File: src/rtl/threshold_monitor.sv
// threshold_monitor: per-channel debounced signed threshold comparator.
// Each channel owns a writable threshold. A BELOW/RISING/ABOVE/FALLING FSM
// needs PERSIST consecutive qualifying samples before it changes its flag.
// A sticky bit latches every rising edge of a flag until it is cleared.
// Optional feature macro: THRMON_HYST_EN. When it is defined, a channel is
// released only when in_data <= thr - HYST. When it is not defined, a channel
// is released when in_data <= thr, and no hysteresis logic is built.
module threshold_monitor #(
  parameter int DATA_W  = 32,
  parameter int NUM_THR = 4,
  parameter int PERSIST = 3,
  parameter int HYST    = 10
) (
  input  logic                     clk,
  input  logic                     rst_n,
  input  logic                     in_valid,
  input  logic signed [DATA_W-1:0] in_data,
  input  logic                     thr_wr_en,
  input  logic [3:0]               thr_wr_idx,
  input  logic signed [DATA_W-1:0] thr_wr_data,
  input  logic [NUM_THR-1:0]       sticky_clr,
  output logic [NUM_THR-1:0]       over,
  output logic                     over_valid,
  output logic [NUM_THR-1:0]       sticky_over
);

  // Stop elaboration on a parameter set that the logic cannot support
  if (NUM_THR < 1 || NUM_THR > 16 || PERSIST < 1 || PERSIST > 255 || HYST < 0) begin : g_param_check
    $error("threshold_monitor: parameter out of range");
  end

  typedef enum logic [1:0] {
    ST_BELOW   = 2'd0,
    ST_RISING  = 2'd1,
    ST_ABOVE   = 2'd2,
    ST_FALLING = 2'd3
  } state_t;

  localparam logic [7:0] PERSIST_C = 8'(PERSIST);

  state_t                     state_q [NUM_THR];
  state_t                     state_d [NUM_THR];
  logic [7:0]                 cnt_q   [NUM_THR];
  logic [7:0]                 cnt_d   [NUM_THR];
  logic signed [DATA_W-1:0]   thr_q   [NUM_THR];
  logic signed [DATA_W-1:0]   thr_d   [NUM_THR];
  logic [NUM_THR-1:0]         over_q;
  logic [NUM_THR-1:0]         over_d;
  logic                       over_valid_q;
  logic                       over_valid_d;
  logic [NUM_THR-1:0]         sticky_q;
  logic [NUM_THR-1:0]         sticky_d;
  logic [NUM_THR-1:0]         above_vec;
  logic [NUM_THR-1:0]         rel_vec;

`ifdef THRMON_HYST_EN
  // The release level is formed one bit wider so thr - HYST cannot wrap
  localparam logic signed [DATA_W:0] HYST_EXT = (DATA_W + 1)'(HYST);
  logic signed [DATA_W:0]     in_ext;
  logic signed [DATA_W:0]     thr_rel [NUM_THR];

  // Release compares the sample against the threshold lowered by HYST
  always_comb begin
    in_ext  = {in_data[DATA_W-1], in_data};
    rel_vec = '0;
    for (int i = 0; i < NUM_THR; i++) begin
      thr_rel[i] = $signed({thr_q[i][DATA_W-1], thr_q[i]}) - HYST_EXT;
      rel_vec[i] = (in_ext <= thr_rel[i]);
    end
  end
`else
  // Without hysteresis, release is simply "not above"
  always_comb begin
    rel_vec = '0;
    for (int i = 0; i < NUM_THR; i++) begin
      rel_vec[i] = (in_data <= thr_q[i]);
    end
  end
`endif

  // Strict signed "above" test against the threshold held before any write this cycle
  always_comb begin
    above_vec = '0;
    for (int i = 0; i < NUM_THR; i++) begin
      above_vec[i] = (in_data > thr_q[i]);
    end
  end

  // Per-channel debounce FSM next state; only a valid sample moves it
  always_comb begin
    state_d = state_q;
    cnt_d   = cnt_q;
    for (int i = 0; i < NUM_THR; i++) begin
      if (in_valid) begin
        case (state_q[i])
          ST_BELOW: begin
            if (above_vec[i]) begin
              if (PERSIST_C == 8'd1) begin
                state_d[i] = ST_ABOVE;
                cnt_d[i]   = 8'd0;
              end else begin
                state_d[i] = ST_RISING;
                cnt_d[i]   = 8'd1;
              end
            end else begin
              cnt_d[i] = 8'd0;
            end
          end
          ST_RISING: begin
            if (above_vec[i]) begin
              if ((cnt_q[i] + 8'd1) == PERSIST_C) begin
                state_d[i] = ST_ABOVE;
                cnt_d[i]   = 8'd0;
              end else begin
                cnt_d[i] = (cnt_q[i] == 8'hFF) ? cnt_q[i] : cnt_q[i] + 8'd1;
              end
            end else begin
              state_d[i] = ST_BELOW;
              cnt_d[i]   = 8'd0;
            end
          end
          ST_ABOVE: begin
            if (rel_vec[i]) begin
              if (PERSIST_C == 8'd1) begin
                state_d[i] = ST_BELOW;
                cnt_d[i]   = 8'd0;
              end else begin
                state_d[i] = ST_FALLING;
                cnt_d[i]   = 8'd1;
              end
            end else begin
              cnt_d[i] = 8'd0;
            end
          end
          ST_FALLING: begin
            if (rel_vec[i]) begin
              if ((cnt_q[i] + 8'd1) == PERSIST_C) begin
                state_d[i] = ST_BELOW;
                cnt_d[i]   = 8'd0;
              end else begin
                cnt_d[i] = (cnt_q[i] == 8'hFF) ? cnt_q[i] : cnt_q[i] + 8'd1;
              end
            end else begin
              state_d[i] = ST_ABOVE;
              cnt_d[i]   = 8'd0;
            end
          end
          default: begin
            state_d[i] = ST_BELOW;
            cnt_d[i]   = 8'd0;
          end
        endcase
      end
    end
  end

  // Threshold writes; an index with no matching channel falls through untouched
  always_comb begin
    thr_d = thr_q;
    for (int i = 0; i < NUM_THR; i++) begin
      if (thr_wr_en && (thr_wr_idx == 4'(i))) begin
        thr_d[i] = thr_wr_data;
      end
    end
  end

  // Output flags follow the next state; sticky set on a flag rise beats a clear
  always_comb begin
    over_d = '0;
    for (int i = 0; i < NUM_THR; i++) begin
      over_d[i] = (state_d[i] == ST_ABOVE) || (state_d[i] == ST_FALLING);
    end
    over_valid_d = in_valid;
    sticky_d     = (sticky_q & ~sticky_clr) | (over_d & ~over_q);
  end

  // State, thresholds and registered outputs
  always_ff @(posedge clk or negedge rst_n) begin
    if (!rst_n) begin
      for (int i = 0; i < NUM_THR; i++) begin
        state_q[i] <= ST_BELOW;
        cnt_q[i]   <= 8'd0;
        thr_q[i]   <= DATA_W'(100 * (i + 1));
      end
      over_q       <= '0;
      over_valid_q <= 1'b0;
      sticky_q     <= '0;
    end else begin
      state_q      <= state_d;
      cnt_q        <= cnt_d;
      thr_q        <= thr_d;
      over_q       <= over_d;
      over_valid_q <= over_valid_d;
      sticky_q     <= sticky_d;
    end
  end

  assign over        = over_q;
  assign over_valid  = over_valid_q;
  assign sticky_over = sticky_q;

endmodule
File: config.mk
export PLATFORM = sky130hd
export DESIGN_NAME = threshold_monitor
export DESIGN_NICKNAME = d
export VERILOG_FILES = /design/src/rtl/threshold_monitor.sv
export SDC_FILE = /design/constraint.sdc
export NUM_CORES = 1
export LEC_CHECK = 0
export CORE_ASPECT_RATIO = 0.6
export CORE_MARGIN = 2
export CORE_UTILIZATION = 52
export CTS_CLUSTER_DIAMETER = 200
export CTS_CLUSTER_SIZE = 12
export DETAILED_ROUTE_END_ITERATION = 16
export DONT_BUFFER_PORTS = 1
export PLACE_DENSITY = 0.76
export SYNTH_ARGS = -nofsm -noshare
export SYNTH_HDL_FRONTEND = slang
export SYNTH_SLANG_ARGS = --single-unit
File: constraint.sdc
create_clock -name clk -period 3.25 [get_ports clk]
set_input_delay 0.325 -clock clk [delete_from_list [all_inputs] [get_ports clk]]
set_output_delay 0.325 -clock clk [all_outputs]
set_load 0.02 [all_outputs]
==> results.toml <==
[pwr]
pwr-share-clk_pct = 28.5
seqPwrFrac_pct = 41.8
ir_drop_v = 0.000425
power.density_nw_per_um2 = 603
p_sw_uw = 2520
power_frac_comb_pct = 29.7
leakagePower_uw = 0.00564
switching_share_pct = 34.3
p_int_uw = 4830

[sta]
max_freq_mhz = 318
tightestPinTransition_ps = 881
hold_viol_final = 177
maxSlewViolCount = 0
setup_tns_ps = 0
skew_ps = 15.1
rsz0062_at_grt = "false"
hold_slack_ps = -414
slew-limit-headroom_pct = 41.1
min_period_ps = 3150
setup_viol = 0
period_share_pct = 96.9

[finish]
multi_input_area_sq_um = 5830
fin_nets = 1409
fin_util_pct = 58.5
area_growth_pct = 11.2
seqCellArea_sq_um = 4450
fillerInstances = 1752
design_area_sq_um = 12200
drive_gt1_share_pct = 11.7
num_antenna_cells = 0

[logic_synthesis]
synth-simple-area-share_pct = 13.1
synth_flop_cell = "dfrtp_1"
synth_top_area_share_pct = 37.5
synth.avg_cell_area_sq_um = 9.36
synth-seq-cells = 177
synth_compound_area_share_pct = 16.5
synth_area_sq_um = 11000
synth_edf_count = 0
synth_top_family_by_area = "compound AO/OA/AOI/OAI gates"
yosysMostFrequentCell = "dfrtp_1"
syn_nets = 1383
synth_xor_area_share_pct = 0.320
synth_area_leaders = "dfrtp_1, ha_1, mux2_2"
async_flop_share_pct = 100
ys_seq_area_share_pct = 40.6
synth_cell_types = 64
synth_cells = 1171
yosysTopAreaCell = "dfrtp_1"
ys_warn_count = 0
yosys.area_share.adder_pct = 15.5
ys_top_cells_by_count = "dfrtp_1, inv_1, ha_1"
muxShareOfSynthArea_pct = 7.36

[drt]
drt_pass1_iterations = 5
drt_iter0_drc = 636
wl_per_cell_um = 18.3
ant_nets = 0
drcViolationCount = 0
vias_per_cell = 5.91
route.vias.total = 8796
drt_wl_total_mm = 27.2

[global_routing]
grtUsageTotal_pct = 25.6
grt_pass1_wl_mm = 44.0
grt_max_degree = 178
overflow = 0
antenna_found_initial = 0
grt_pass1_vias = 8481

[cts]
postCtsHoldBufs = 30
htree_levels = 4
cts.path.max_buffers = 2
cts.sinks = 177
cts_tree = "done"
clk_latency_ps = 440
postCtsSetupBuffers = 0
clk_pin_slew_ps = 70
cts_made_buffers = 17
cts_root_buf = "clkbuf_16"

[die]
die_height_um = 116
rows = 41
initial_core_util_pct = 52.6
pin_count = 85
dieArea_sq_um = 22300
core_sq_um = 20800
die_w_um = 191

[place]
post_dp_cell_area_sq_um = 11300
post-dp-hpwl_mm = 19.2
io_buffers = 0
routabilityCongestion = 0.891

[critical_path]
critPathMaxFanout = 8
critPathCaptureType = "flip-flop"
path_class = "flip-flop to flip-flop"
timing.critical_path.slowest_cell_delay_ps = 560
slowest_stage = "or4_1"
cp_cell_sequence = "inv_1 > ha_1 > a21oi_1 > o21ai_0 > a221oi_2 > o21ai_2 > or4_1 > a311o_2 > or3b_1 > o21ai_1"
crit_required_ps = 3620
cp.arrival_ps = 3520
start_kind = "flip-flop"

[min_path]
min_path_type = "input port to async pin"

[job]
cap_violations = 0

[outcome]
status = "finished with violations"
failed_checks = "hold timing"
-- state kept, by name, indices dropped and copies added, names as in the netlist --
register / count
thr_q: 128
cnt_q: 32
state_q: 8
over: 4
sticky_over: 4
over_valid: 1
-- power groups by stage --
| stage | logic, uW | registers, uW | clock network [uW] |
|---|---|---|---|
| final | 2180 | 3070 | 2100 |
| after global routing | 2480 | 3140 | 2230 |
| after detailed placement | 2080 | 3100 | 0 |
| after floorplan | 1590 | 3020 | 0 |
| after CTS | 2150 | 3060 | 2130 |
| after global placement | 1970 | 3080 | 0 |
-- metal layers --
metal | share of wire [%] | track usage (%) | vias up
met5 | 0 | 0 | -
met4 | 1.2 | 6.82 | 0
met3 | 8.7 | 6.97 | 25
met2 | 43 | 38.7 | 295
met1 | 47 | 36.5 | 4275
li1 | - | - | 4201
-- final timing paths --
check,end,cells past startpoint,slack (ps),start
worst max-delay path,cnt_q[1]$_DFFE_PN0P_,10,100,thr_q[17]$_DFFE_PN0P_
max in group asynchronous,thr_q[34]$_DFFE_PN1P_,0,3230,rst_n
min in group clk,thr_q[69]$_DFFE_PN0P_,2,10,thr_wr_data[5]
worst min-delay path,thr_q[123]$_DFFE_PN0P_,0,-410,rst_n
worst max register to register,cnt_q[1]$_DFFE_PN0P_,10,100,thr_q[17]$_DFFE_PN0P_
worst min register to register,thr_q[28]$_DFFE_PN0P_,1,510,thr_q[28]$_DFFE_PN0P_
-- critical path: cells and delay by family, from the launching register on --
family / cells / cell delay (ps)
AOI/OAI and AO/OA: 6 / 1460
adders and majority gates: 1 / 290
buffers and inverters: 1 / 50
DFF: 1 / 360
and+or+nand+nor: 2 / 920
-- per-stage QoR --
step / worst slack [ps] / cells / power, uW
after floorplan: 463 / 1171 / 4610
after global placement: 136 / 1427 / 5050
after detailed placement: 34.4 / 1427 / 5180
after CTS: 16.0 / 1489 / 7340
after global routing: 1.54 / 1489 / 7850
final: 102 / 1489 / 7350
-- cells by family (layout without fill, tap and decap cells) --
kind of cell	after synthesis	after routing
muxes	72	72
DFF	177	177
adders and majority gates	136	136
xor gates and xnor gates	4	4
AOI/OAI and AO/OA	294	294
and+or+nand+nor	297	297
buffers and inverters	191	230
-- cell usage in the layout (no fill, tap or decap), types with 8 or more instances in the layout --
master and instances:
and2_1 8, dlygate4sd3_1 30, clkbuf_16 17, ha_1 136, dfrtp_1 164, inv_1 157, and3_1 11, dfstp_2 13
o21ai_0 107, nor3_1 16, a21oi_1 78, nand3_1 32, buf_4 11, nand4_1 29, nor2_1 35, o211ai_1 9
nand2_1 127, a21o_1 13, mux2_2 69, a31oi_1 8
-- final cells by class --
type                            count  area share, %
Clock buffer                       18           3.52
Multi-Input combinational cell    803           47.9
Clock inverter                     14           1.28
Inverter                          157           4.84
Sequential cell                   177           36.5
Timing Repair Buffer               41           3.14
Tap cell                          279           2.87
-- what timing repair did --
action	CTS	global route
resized for setup	0	6
endpoints found under the hold margin	239	177
setup endpoints to repair	0	16
Power figures use the tool's default switching activity.
